### src/rtl/serial_compare_seq.sv
// Bit-serial magnitude comparator: walks operands MSB to LSB through one greater/less cell,
// with valid/ready handshakes on both the operand and result sides.
module serial_compare_seq #(
  parameter int W          = 4,
  parameter bit EARLY_EXIT = 1'b1
) (
  input  logic                 clock,
  input  logic                 reset,
  input  logic                 in_valid,
  output logic                 in_ready,
  input  logic [W-1:0]         a,
  input  logic [W-1:0]         b,
  input  logic                 tc,
  output logic                 out_valid,
  input  logic                 out_ready,
  output logic                 gt,
  output logic                 lt,
  output logic                 eq,
  output logic [$clog2(W):0]   cycles
);

  localparam int IW = $clog2(W);
  localparam int CW = IW + 1;
  localparam logic [IW-1:0] MSB_IDX = IW'(W - 1);

  typedef enum logic [1:0] {IDLE, RUN, DONE} state_t;

  state_t         state_q;
  logic [W-1:0]   a_q, b_q;
  logic           tc_q;
  logic           g_q, l_q;
  logic [IW-1:0]  idx_q;
  logic [CW-1:0]  cnt_q;
  logic           in_ready_q, out_valid_q;
  logic           gt_q, lt_q, eq_q;
  logic [CW-1:0]  cycles_q;

  logic           abit, bbit;
  logic           g_d, l_d;
  logic [CW-1:0]  cnt_d;
  logic           finish;

  // The sign bit is inverted for signed compares so the unsigned cell orders two's-complement values.
  always_comb begin
    abit   = a_q[idx_q] ^ ((idx_q == MSB_IDX) & tc_q);
    bbit   = b_q[idx_q] ^ ((idx_q == MSB_IDX) & tc_q);
    g_d    = g_q | (~l_q & abit & ~bbit);
    l_d    = l_q | (~g_q & ~abit & bbit);
    cnt_d  = cnt_q + 1'b1;
    finish = (EARLY_EXIT && (g_d || l_d)) || (idx_q == '0);
  end

  always_ff @(posedge clock) begin
    if (reset) begin
      state_q     <= IDLE;
      a_q         <= '0;
      b_q         <= '0;
      tc_q        <= 1'b0;
      g_q         <= 1'b0;
      l_q         <= 1'b0;
      idx_q       <= '0;
      cnt_q       <= '0;
      in_ready_q  <= 1'b1;
      out_valid_q <= 1'b0;
      gt_q        <= 1'b0;
      lt_q        <= 1'b0;
      eq_q        <= 1'b0;
      cycles_q    <= '0;
    end else begin
      case (state_q)
        IDLE: begin
          if (in_valid && in_ready_q) begin
            a_q        <= a;
            b_q        <= b;
            tc_q       <= tc;
            g_q        <= 1'b0;
            l_q        <= 1'b0;
            idx_q      <= MSB_IDX;
            cnt_q      <= '0;
            in_ready_q <= 1'b0;
            state_q    <= RUN;
          end
        end
        RUN: begin
          g_q   <= g_d;
          l_q   <= l_d;
          cnt_q <= cnt_d;
          if (finish) begin
            state_q     <= DONE;
            out_valid_q <= 1'b1;
            gt_q        <= g_d;
            lt_q        <= l_d;
            eq_q        <= ~g_d & ~l_d;
            cycles_q    <= cnt_d;
          end else begin
            idx_q <= idx_q - 1'b1;
          end
        end
        DONE: begin
          if (out_ready) begin
            state_q     <= IDLE;
            out_valid_q <= 1'b0;
            in_ready_q  <= 1'b1;
          end
        end
        default: state_q <= IDLE;
      endcase
    end
  end

  assign in_ready  = in_ready_q;
  assign out_valid = out_valid_q;
  assign gt        = gt_q;
  assign lt        = lt_q;
  assign eq        = eq_q;
  assign cycles    = cycles_q;

endmodule
### config.mk
export PLATFORM = sky130hd
export DESIGN_NAME = serial_compare_seq
export DESIGN_NICKNAME = d
export VERILOG_FILES = /design/src/rtl/serial_compare_seq.sv
export SDC_FILE = /design/constraint.sdc
export NUM_CORES = 1
export LEC_CHECK = 0
export ABC_AREA = 1
export CAP_MARGIN = 20
export CORE_MARGIN = 3
export CORE_UTILIZATION = 51
export CTS_BUF_LIST = sky130_fd_sc_hd__clkbuf_16
export CTS_CLUSTER_DIAMETER = 120
export DETAILED_ROUTE_END_ITERATION = 7
export GPL_TIMING_DRIVEN = 0
export PLACE_DENSITY = 0.78
export SLEW_MARGIN = 10
export SYNTH_ARGS = -nofsm -noshare
export SYNTH_HDL_FRONTEND = slang
export SYNTH_SLANG_ARGS = --single-unit
### constraint.sdc
create_clock -name clock -period 1.85 [get_ports clock]
set_input_delay 0.4625 -clock clock [delete_from_list [all_inputs] [get_ports clock]]
set_output_delay 0.4625 -clock clock [all_outputs]
set_load 0.005 [all_outputs]
# Word level (Yosys, flattened, before mapping)
# Cells that the tools add are included.
# totals
register_bits	26
inputBits	13
output_inout_bits	8
wordCells	76
# op_classes
addsub	2
magnitude_cmp	1
eq_ne	7
mux	21
bitwise	16
reduce_logical	15
# op_table
op	count
3-bit AND reduction	4
2-bit 2-to-1 mux	5
2-bit inequality test, second input constant	4
1-bit case mux with 2 select lines	4
1-bit AND	6
1-bit 2-to-1 mux	6
1-bit NOT	6
2-bit case mux with 3 select lines	1
3-bit case mux with 2 select lines	1
2-bit AND reduction	3
2-bit nonzero test	3
1-bit binary-select mux with 2-bit select	2
2-bit equality test, second input constant	2
2-bit logical NOT	2
2-bit case mux with 2 select lines	1
3-bit by 1-bit adder with 3-bit output, second input constant	1
2-bit by 3-bit < comparator with 1-bit output, second input constant	1
3-bit 2-to-1 mux	1
2-bit by 1-bit equality test with 1-bit output, second input constant	1
1-bit logical OR	2
1-bit bitwise OR	2
2-bit by 1-bit subtractor with 2-bit output, second input constant	1
1-bit bitwise XOR	2
1-bit logical AND	1

# Depth between registers and ports, before layout
# Gate-level depths: netlist of the first run.
# logic_depth
word_depth	11
ltp_mapped	13

# Worst setup path before layout of the first run
# No wires, ideal clock.
# synth_timing
path_kind	reg2reg
from	reg idx_q[0]
to	reg idx_q[0]
setup_ns	0.113
arrival_time_ns	1.306
required_time_ns	1.737
setup_slack_ns	0.431
path_stages_with_launch	13
path_buffers	0
cell_sequence	dfxtp_1 > ha_1 > nand2_1 > inv_1 > nand2_1 > nand3_2 > nand2_1 > nand2_2 > nand3_4 > nand2_2 > nand3_1 > nand2_1 > nor2_1
# synth_via
elab_chain_cells	11
word_cells_on_any_way	24
classes_between	1 x add/sub; 2 x eq/ne; 6 x mux; 11 x bitwise; 4 x reduce/logical
# synth_lines
item	line_no	rtl
start, declared	32	logic [IW-1:0] idx_q;
start signal, assigned	96	idx_q <= idx_q - 1'b1;
1-bit binary-select mux with 2-bit select / 2-bit equality test (equally long branches)	45, 46	
1-bit 2-to-1 mux (not written as such) / 1-bit AND (equally long branches)	45, 46	
1-bit bitwise XOR	45	abit = a_q[idx_q] ^ ((idx_q == MSB_IDX) & tc_q);
1-bit NOT	48	l_d = l_q | (~g_q & ~abit & bbit);
1-bit AND (2 in a row)	48	
1-bit bitwise OR	48	
1-bit logical OR (2 in a row)	50	finish = (EARLY_EXIT && (g_d || l_d)) || (idx_q == '0);
2-bit inequality test (no source line)	--	
3-bit AND reduction (no source line)	--	
# Several ways; a longest one is shown, not always the timed one. The select of a mux whose other input is x is not followed.
# A chain may end at the register's enable or synchronous reset.

# Final worst setup path of the first run
# layout_timing
from	reg idx_q[0]
to	reg cycles_q[1], in the netlist cycles[1]
# layout_via
elab_chain_cells	10
word_cells_on_any_way	20
classes_between	1 x eq/ne; 4 x mux; 11 x bitwise; 4 x reduce/logical
# layout_lines
item	line_no	rtl
1-bit binary-select mux with 2-bit select / 2-bit equality test (equally long branches)	45, 46	
1-bit 2-to-1 mux (not written as such) / 1-bit AND (equally long branches)	45, 46	
1-bit bitwise XOR	45	
1-bit NOT	48	
1-bit AND (2 in a row)	48	
1-bit bitwise OR	48	
1-bit logical OR	50	
1-bit logical OR *	50	
2-bit AND reduction (no source line) *	--	
end signal, assigned	94	cycles_q <= cnt_d;
end, declared	36	logic [CW-1:0] cycles_q;
# Mark *: on every way between the ends. The rest lies on a longest branch, timed or not. The select of a mux whose other input is x is not followed.

==> metrics.txt, run 1 <==
# IOs 21; total power 1.62 mW; status finished clean; Core Box Area 0.00208 mm²; WL per Instance 12.4 µm; Setup crit end kind flip-flop; Mapped Area 0.00120 mm²; CP top delay family simple AND/OR/NAND/NOR gates; Max VDD drop 1.09 mV; CTS Sinks 26; crit path max fanout 7; worst rel slew slack 61.6%; most used cell along the critical path nand2_1; TritonCTS buffer count 3; DRT Wirelength 2.61 mm; DRT Pass-1 Iters 4; share of cells above drive strength 1 13.6%; Max Freq 588 MHz; Post-Syn Nets 176; Worst Setup Path Type flip-flop to flip-flop; clk slew on worst S/H paths 0.06 ns; Core Util, Final 72.8%; FFs w/ async S/R, synth 0%; filler instances 167; CP bufs+invs 1; critical path, cell by cell inv_2 -> nand2_1 -> nand3_1 -> nand2_1 -> nand2_1 -> nand3_2 -> nand2_1 -> nand2_2 -> nand3_4 -> nand2_4 -> nand2_2 -> a21oi_2; first-pass GRT wire length 4.36 mm; Worst Path Required 2.04 ns; ANT cells 0; Reg2Reg Depth 12; largest net degree at the start of global routing 15; Clk Latency, worst-skew pair 0.26 ns; fin nets 201; Cell variety after synth 21; fin crit share 91.9%; clk_skew 0.00244 ns; Storage cell area 520 µm²; DRC viols 0; die width 54.4 µm; Starting Density 57.5%; pwr dens 1070 mW/mm²; RSZ-0062 raised after global routing false; setup TNS 0 ns; Ys Warns 0; Die H 54.4 µm; die area 0.00296 mm²; final slew viol count 0; Routed Antenna Nets 0; post-synthesis sequential area ratio 43.5%; CTS Hold Bufs 0; total congestion overflow 0; Port Buffers 20; CP max stage cell dfxtp_1; Layout area overhead 26.7%; Hold Path Stages 2; Multi-input gate area 596 µm²; r2r setup slk 0.15 ns; antenna violations before repair 0; DRT iter0 DRCs 23; WHS 0.452 ns; Least-Margin Pin Slew 0.576 ns; top_reg_cell synth dfxtp_1; clk buf depth 2; FF-to-FF End cycles[1]; Vias per Instance 5.25; via count 1,107; worst r2r src idx_q[0]; vias in the first global route 971; cell count after synthesis 160; crit path DAT 1.89 ns; DP HPWL 1.93 mm; hold path startpoint eq; hold crit path type flip-flop to flip-flop; Critical Path Start Type flip-flop; final setup fails 0; Tmin final 1.70 ns; max-cap violations 0; CP max stage delay 0.46 ns; leakage power 0.632 nW; Yosys reg bits 26; clock root buffer clkbuf_16; Synth Area per Inst 7.48 µm²; worst hold endpoint eq; FP Rows 16; # Post-CTS Setup Buffers 0; final hold violation count 0; Final Wtd Congestion 0.803; Post-synth EDFFs 0; H-tree levels 1; GRT Overall Usage 20.6%; CTS tree built
==> through the flow <==
| step | worst slack (ns) | area, µm² | std cells |
|---|---|---|---|
| global route | 0.00548 | 1520 | 211 |
| finish | 0.149 | 1520 | 211 |
| global placement | -0.210 | 1430 | 207 |
| detailed placement | -0.256 | 1430 | 207 |
| CTS | 0.128 | 1510 | 211 |
| floorplan | 0.431 | 1200 | 160 |
==> sequential cells by signal, indices dropped and copies added (netlist names) <==
signal / cells
out_valid: 1
in_ready: 1
a_q: 4
l_q: 1
gt: 1
g_q: 1
lt: 1
tc_q: 1
b_q: 4
idx_q: 2
cycles: 3
eq: 1
state_q: 2
cnt_q: 3
==> where the power goes <==
group	total [mW]	switching (mW)	internal (mW)
logic	0.460	0.271	0.189
clock network	0.477	0.188	0.289
registers	0.680	0.0504	0.630
==> placed cells by master, fill, tap and decap left out, types with 3 or more instances in the layout <==
| cell type | n |
|---|---|
| dfxtp_1 | 26 |
| nand2_1 | 27 |
| nand3_2 | 4 |
| clkdlybuf4s50_1 | 20 |
| o21ai_0 | 11 |
| clkbuf_1 | 3 |
| nand2_2 | 8 |
| ha_1 | 3 |
| inv_1 | 14 |
| a21oi_2 | 4 |
| clkbuf_16 | 3 |
| nand3_1 | 12 |
| nor2_1 | 29 |
| a21oi_1 | 10 |
==> layer usage <==
metal	vias to the layer above	track usage, %	share of wire [%]
met2	24	34.7	50
met3	4	5.99	5.0
met5	-	0	0
li1	564	-	-
met1	515	25.6	44
met4	0	4.98	1.0
==> synth_stat cells, types with 3 or more instances <==
cell | n | area (µm²)
nand2_2 | 8 | 50.1
a21oi_2 | 4 | 35.0
nand3_1 | 13 | 65.1
nor2_1 | 29 | 109
nand3_2 | 3 | 30.0
ha_1 | 3 | 37.5
clkbuf_1 | 3 | 11.3
a21oi_1 | 10 | 50.1
inv_1 | 14 | 52.6
nand2_1 | 27 | 101
dfxtp_1 | 26 | 521
o21ai_0 | 11 | 55.1
==> final cells by class <==
class	instances	share of cell area, %
Clock buffer	3	4.95
Multi-Input combinational cell	114	39.3
Clock inverter	1	0.248
Tap cell	27	2.23
Buffer	4	1.65
Timing Repair Buffer	20	13.2
Sequential cell	26	34.4
Inverter	16	4.05
==> worst max path at each step <==
stage | start | to | slack [ns] | cells past startpoint
after global routing | idx_q[0] | cycles[0] | 0.005 | 12
after detailed placement | in_valid | idx_q[1] | -0.26 | 8
after global placement | in_valid | idx_q[1] | -0.21 | 8
after CTS | in_valid | idx_q[1] | 0.13 | 8
after floorplan | idx_q[0] | idx_q[0] | 0.43 | 12
final | idx_q[0] | cycles[1] | 0.15 | 12
==> logic make-up (layout without fill, tap and decap cells) <==
family	after synthesis	in the layout	share of synthesized area, %
and+or+nand+nor	85	85	33.8
AOI/OAI and AO/OA	25	25	11.7
buffers and inverters	20	44	7.11
xor gates and xnor gates	1	1	0.732
DFF	26	26	43.5
adders and majority gates	3	3	3.14
==> what timing repair did <==
| action | 4_1_cts | 5_1_grt |
|---|---|---|
| gates resized for setup | 1 | 1 |
| cloned | 0 | 0 |
| setup endpoints to repair | 1 | 2 |
==> tightest hold or removal path: cells and delay by family, from the launching register on <==
kind / cells / cell delay [ns]
flip-flops: 1 / 0.31
buffers and inverters: 1 / 0.05
AO/OA/AOI/OAI: 1 / 0.05
Note: power is estimated with default switching activity, not from simulation.
==> inputs of run 2 (changes only) <==
--- a/config.mk
+++ b/config.mk
@@ -8,12 +8,13 @@
 export ABC_AREA = 1
 export CAP_MARGIN = 20
 export CORE_MARGIN = 3
-export CORE_UTILIZATION = 51
+export CORE_UTILIZATION = 55
 export CTS_BUF_LIST = sky130_fd_sc_hd__clkbuf_16
 export CTS_CLUSTER_DIAMETER = 120
 export DETAILED_ROUTE_END_ITERATION = 7
+export DONT_BUFFER_PORTS = 1
 export GPL_TIMING_DRIVEN = 0
-export PLACE_DENSITY = 0.78
+export PLACE_DENSITY = 0.7
 export SLEW_MARGIN = 10
 export SYNTH_ARGS = -nofsm -noshare
 export SYNTH_HDL_FRONTEND = slang
==> constraint.sdc (replaced) <==
create_clock -name clock -period 1.85 [get_ports clock]
set_input_delay 0.4625 -clock clock [delete_from_list [all_inputs] [get_ports clock]]
set_output_delay 0.4625 -clock clock [all_outputs]
set_load 0.01 [all_outputs]
==> metrics.txt, run 2 (synthesis results as in run 1) <==
filler instances 189 (+13%); final slew viol count 0 (unchanged); CTS tree built; setup TNS 0 ns (unchanged); share of cells above drive strength 1 15.9% (+2.3 points); H-tree levels 1 (unchanged); die area 0.00277 mm² (-6.5%); Starting Density 59.7% (+2.3 points); final setup fails 0 (unchanged); status finished clean; Worst Path Required 2.00 ns (-0.04 ns); most used cell along the critical path nand2_1; Least-Margin Pin Slew 0.518 ns (-0.0582 ns); max-cap violations 0 (unchanged); FF-to-FF End idx_q[1]; Vias per Instance 5.27 (+0.39%); worst r2r src idx_q[1]; Core Box Area 0.00200 mm² (-3.8%); Cell Area, Placed 0.00123 mm² (-14%); Clk pwr share 36.5% (+7.0 points); Logic pwr share 22.6% (-5.9 points); leakage power 0.562 nW (-11%); clk buf depth 2 (unchanged); DRT Wirelength 2.46 mm (-5.7%); Reg2Reg Depth 12 (unchanged); CP max stage delay 0.42 ns (-0.04 ns); crit path max fanout 6 (-1); Routed Antenna Nets 0 (unchanged); Max VDD drop 0.731 mV (-33%); CP bufs+invs 1 (unchanged); largest net degree at the start of global routing 16 (+1); # Post-CTS Setup Buffers 0 (unchanged); Max Freq 624 MHz (+6.2%); Int Pwr 1.19 mW (+7.8%); DP HPWL 1.79 mm (-7.2%); worst hold endpoint cnt_q[1]; GRT Overall Usage 20.9% (+0.29 points); crit path DAT 1.75 ns (-0.14 ns); WL per Instance 12.9 µm (+4.2%); DRT iter0 DRCs 21 (-8.7%); fin crit share 86.6% (-5.4 points); Tmin final 1.60 ns (-0.0992 ns); top flop regs a_q (4), b_q (4); Final Wtd Congestion 0.772 (-3.8%); r2r setup slk 0.25 ns (+0.10 ns); register share of total power 40.8% (-1.3 points); critical path, cell by cell ha_1 -> nand2_1 -> inv_1 -> nand2_1 -> nand3_2 -> nand2_1 -> nand2_2 -> nand3_4 -> nand2_2 -> nand3_1 -> nand2_1 -> nor2_1; Die H 52.6 µm (-3.3%); hold path startpoint reset; antenna violations before repair 0 (unchanged); fin nets 181 (-10%); first-pass GRT wire length 4.29 mm (-1.6%); Clk Latency, worst-skew pair 0.26 ns (about the same); TritonCTS buffer count 3 (unchanged); vias in the first global route 1,009 (+3.9%); NetSw 0.509 mW (about the same); Port Buffers 0 (-100%); RSZ-0062 raised after global routing false; CTS Sinks 26 (unchanged); DRC viols 0 (unchanged); total congestion overflow 0 (unchanged); FP Rows 16 (unchanged); sw frac 29.9% (-1.6 points); worst rel slew slack 65.5% (+3.9 points); Setup crit end kind flip-flop; pwr dens 1270 mW/mm² (+19%); CP max stage cell dfxtp_1; DRT Pass-1 Iters 6 (+2); die width 52.6 µm (-3.3%); ANT cells 0 (unchanged); via count 1,006 (-9.1%); Storage cell area 522 µm² (+0.24%); total power 1.70 mW (+5.3%); slack of the critical path 0.248 ns (+0.0992 ns); Critical Path Start Type flip-flop; final hold violation count 0 (unchanged); hold crit path type input port to flip-flop; Placement Setup Slack 0.186 ns (+0.442 ns); Multi-input gate area 591 µm² (-0.84%); Hold Path Stages 1 (-1); Layout area overhead 12.0%; CP top delay family simple AND/OR/NAND/NOR gates; cell area after layout 0.00134 mm² (-12%); commonest non-fill, non-tap cell in the layout nor2_1; clock root buffer clkbuf_16; clk slew on worst S/H paths 0.06 ns (about the same); # IOs 21 (unchanged); clk_skew 0.00193 ns (-0.000514 ns); Worst Setup Path Type flip-flop to flip-flop; commonest non-fill, non-tap cells in the layout nor2_1, nand2_1, dfxtp_1
run 2: cell types whose count changed in the layout (fill, tap and decap cells not counted), sizes merged:
cell	change
bufinv	+1
clkdlybuf4s50	-20
clkinv	-2
clkinvlp	+1
run 2: metrics by stage:
stage	cells	hold slack, ns	util [%]
CTS	191	0.262	66.7
global placement	187	0.450	61.4
detailed placement	187	0.465	61.4
global route	191	0.256	66.9
floorplan	160	0.437	-
finish	191	0.265	66.9
run 2: area by class of cell:
| class | instances | share of cell area (%) |
|---|---|---|
| multi-input combinational | 114 | 44.1 |
| sequential | 26 | 38.9 |
| clock buffer | 3 | 5.60 |
| inverter | 16 | 4.76 |
| tap | 27 | 2.52 |
| clock inverter | 1 | 2.24 |
| buffer | 4 | 1.87 |
run 2: worst reg2reg max path, delay by kind of cell, from the launching register on:
family	cells	cell delay [ns]
fa+ha+maj	1	0.18
simple gates	10	0.83
buf+inv	1	0.09
flops	1	0.42
run 2: worst max path at each step:
stage	from	endpoint	slack, ns	depth (start not counted)
2_1_floorplan	idx_q[0]	idx_q[0]	0.43	12
3_3_place_gp	in_valid	idx_q[1]	0.20	7
3_5_place_dp	in_valid	idx_q[1]	0.19	7
4_1_cts	idx_q[0]	idx_q[0]	0.19	11
5_1_grt	state_q[1]	idx_q[1]	0.04	8
6_report	idx_q[1]	idx_q[1]	0.25	12
run 2: metal layers:
layer	track usage (%)	part of all wire, %
met1	26.3	46
met2	34.3	49
met3	5.13	3.8
met4	7.23	0.65
met5	0	0
run 2: repair_timing:
item | CTS | global route
hold buffers | 0 | 0
resized for setup | 0 | 2
endpoints found under the setup margin | 0 | 1
run 2: power groups by stage:
| stage | Combinational [mW] | Sequential (mW) | Clock (mW) |
|---|---|---|---|
| 6_report | 0.386 | 0.695 | 0.623 |
| 2_1_floorplan | 0.316 | 0.691 | 0 |
| 3_3_place_gp | 0.364 | 0.702 | 0 |
| 3_5_place_dp | 0.379 | 0.706 | 0 |
| 5_1_grt | 0.444 | 0.705 | 0.665 |
| 4_1_cts | 0.387 | 0.693 | 0.633 |
==> inputs of run 3 (changes only) <==
--- a/config.mk
+++ b/config.mk
@@ -8,13 +8,12 @@
 export ABC_AREA = 1
 export CAP_MARGIN = 20
 export CORE_MARGIN = 3
-export CORE_UTILIZATION = 55
+export CORE_UTILIZATION = 30
 export CTS_BUF_LIST = sky130_fd_sc_hd__clkbuf_16
 export CTS_CLUSTER_DIAMETER = 120
 export DETAILED_ROUTE_END_ITERATION = 7
 export DONT_BUFFER_PORTS = 1
 export GPL_TIMING_DRIVEN = 0
-export PLACE_DENSITY = 0.7
 export SLEW_MARGIN = 10
 export SYNTH_ARGS = -nofsm -noshare
 export SYNTH_HDL_FRONTEND = slang
==> metrics.txt, run 3 (synthesis results as in run 1) <==
status finished clean; fin crit share 86.4% (-0.22 points); commonest non-fill, non-tap cell in the layout nor2_1; CP bufs+invs 1 (unchanged); Critical Path Start Type flip-flop; NetSw 0.479 mW (-6.0%); DRC viols 0 (unchanged); Final Wtd Congestion 0.759 (-1.7%); TritonCTS buffer count 3 (unchanged); worst r2r src idx_q[0]; ANT cells 0 (unchanged); most used cell along the critical path nand2_1; DRT iter0 DRCs 31 (+48%); top flop regs a_q (4), b_q (4); register share of total power 45.2% (+4.4 points); FP Rows 22 (+6); Clk Latency, worst-skew pair 0.26 ns (about the same); WL per Instance 11.1 µm (-14%); Tmin final 1.60 ns (-0.00401 ns); Multi-input gate area 591 µm² (unchanged); CP max stage delay 0.45 ns (+0.03 ns); Reg2Reg Depth 12 (unchanged); max-cap violations 0 (unchanged); pwr dens 1150 mW/mm² (-9.8%); Int Pwr 1.05 mW (-12%); first-pass GRT wire length 3.84 mm (-11%); DRT Wirelength 2.35 mm (-4.7%); CTS tree built; RSZ-0062 raised after global routing false; Core Box Area 0.00374 mm² (+87%); leakage power 0.550 nW (-2.2%); Hold Path Stages 1 (unchanged); DP HPWL 1.82 mm (+1.6%); Logic pwr share 24.3% (+1.7 points); worst hold endpoint cnt_q[1]; via count 967 (-3.9%); crit path DAT 1.79 ns (+0.04 ns); largest net degree at the start of global routing 14 (-2); final hold violation count 0 (unchanged); clk slew on worst S/H paths 0.06 ns (about the same); Cell Area, Placed 0.00126 mm² (+2.1%); r2r setup slk 0.25 ns (about the same); Least-Margin Pin Slew 0.569 ns (+0.0514 ns); critical path, cell by cell inv_2 -> nand2_1 -> nand3_1 -> nand2_1 -> nand2_1 -> nand3_2 -> nand2_1 -> nand2_2 -> nand3_4 -> nand2_4 -> nand2_2 -> a21oi_2; hold path startpoint reset; dpl cells 208 (+11%); die width 69.1 µm (+31%); Die H 69.1 µm (+31%); CTS Sinks 26 (unchanged); cells resized by post-CTS repair 0 (unchanged); clock root buffer clkbuf_16; Storage cell area 520 µm² (-0.24%); Vias per Instance 4.58 (-13%); CP top delay family simple AND/OR/NAND/NOR gates; setup TNS 0 ns (unchanged); crit path max fanout 7 (+1); share of cells above drive strength 1 14.1% (-1.7 points); Layout area overhead 11.3%; Setup crit end kind flip-flop; clk_skew 0.00347 ns (+0.00154 ns); WHS 0.271 ns (+0.00599 ns); Starting Density 32.0% (-28 points); antenna violations before repair 0 (unchanged); cell area after layout 0.00133 mm² (-0.65%); Routed Antenna Nets 0 (unchanged); Max VDD drop 0.313 mV (-57%); Port Buffers 0 (unchanged); filler instances 425 (+120%); CP max stage cell dfxtp_1; CTS Hold Bufs 0 (unchanged); H-tree levels 1 (unchanged); DRT Pass-1 Iters 4 (-2); die area 0.00478 mm² (+73%); Worst Path Required 2.04 ns (+0.04 ns); Max Freq 626 MHz (+0.25%); # Post-CTS Setup Buffers 0 (unchanged); hold crit path type input port to flip-flop; clk buf depth 2 (unchanged); sw frac 31.3% (+1.4 points); # IOs 21 (unchanged); GRT Overall Usage 9.58% (-11 points); final slew viol count 0 (unchanged); Clk pwr share 30.4% (-6.1 points); worst rel slew slack 62.1% (-3.4 points); commonest non-fill, non-tap cells in the layout nor2_1, nand2_1, dfxtp_1; final setup fails 0 (unchanged); FF-to-FF End cycles[1]; Post-Layout Cell Count 211 (+10%); fin nets 181 (unchanged); vias in the first global route 900 (-11%); Worst Setup Path Type flip-flop to flip-flop; total congestion overflow 0 (unchanged)
## run 3: changes by cell type in the layout (fill, tap and decap cells not counted)
cell / previous run / this run
clkinvlp_4: 1 / 0
dfxtp_2: 1 / 0
bufinv_16: 1 / 0
clkinv_1: 0 / 1
dfxtp_1: 25 / 26
## run 3: worst max path at each step
| stage | startpoint | end | depth (start not counted) |
|---|---|---|---|
| after floorplan | idx_q[0] | idx_q[0] | 12 |
| after global placement | in_valid | idx_q[1] | 7 |
| after detailed placement | in_valid | idx_q[1] | 7 |
| after CTS | in_ready | idx_q[1] | 7 |
| after global routing | state_q[0] | idx_q[1] | 8 |
| final | idx_q[0] | cycles[1] | 12 |
## run 3: cell type report
class | instances | area share, %
plain buffers | 4 | 1.88
clock buffers | 3 | 5.64
inverters | 16 | 4.51
multi-input cells | 114 | 44.4
flip-flops and latches | 26 | 39.1
well taps | 48 | 4.51
## run 3: metal layers
layer | vias up | wire (µm) | GRT usage, %
met2 | 10 | 1130 | 16.4
met4 | 0 | 39 | 3.90
met3 | 5 | 75 | 1.90
met5 | - | 0 | 0
met1 | 432 | 1100 | 11.6
li1 | 520 | - | -
## run 3: metrics by stage
stage	power, mW	setup WS [ns]	utilization, %
after CTS	1.55	0.185	35.6
after detailed placement	1.08	0.133	33.6
final	1.53	0.252	35.6
after global placement	1.07	0.162	33.6
after global routing	1.63	0.0243	35.6
after floorplan	1.01	0.431	-
## run 3: power by group through the flow
stage / registers [mW] / logic, mW / clock network (mW)
finish: 0.691 / 0.372 / 0.465
global route: 0.699 / 0.429 / 0.496
CTS: 0.693 / 0.379 / 0.477
detailed placement: 0.704 / 0.377 / 0
global placement: 0.704 / 0.370 / 0
floorplan: 0.691 / 0.316 / 0
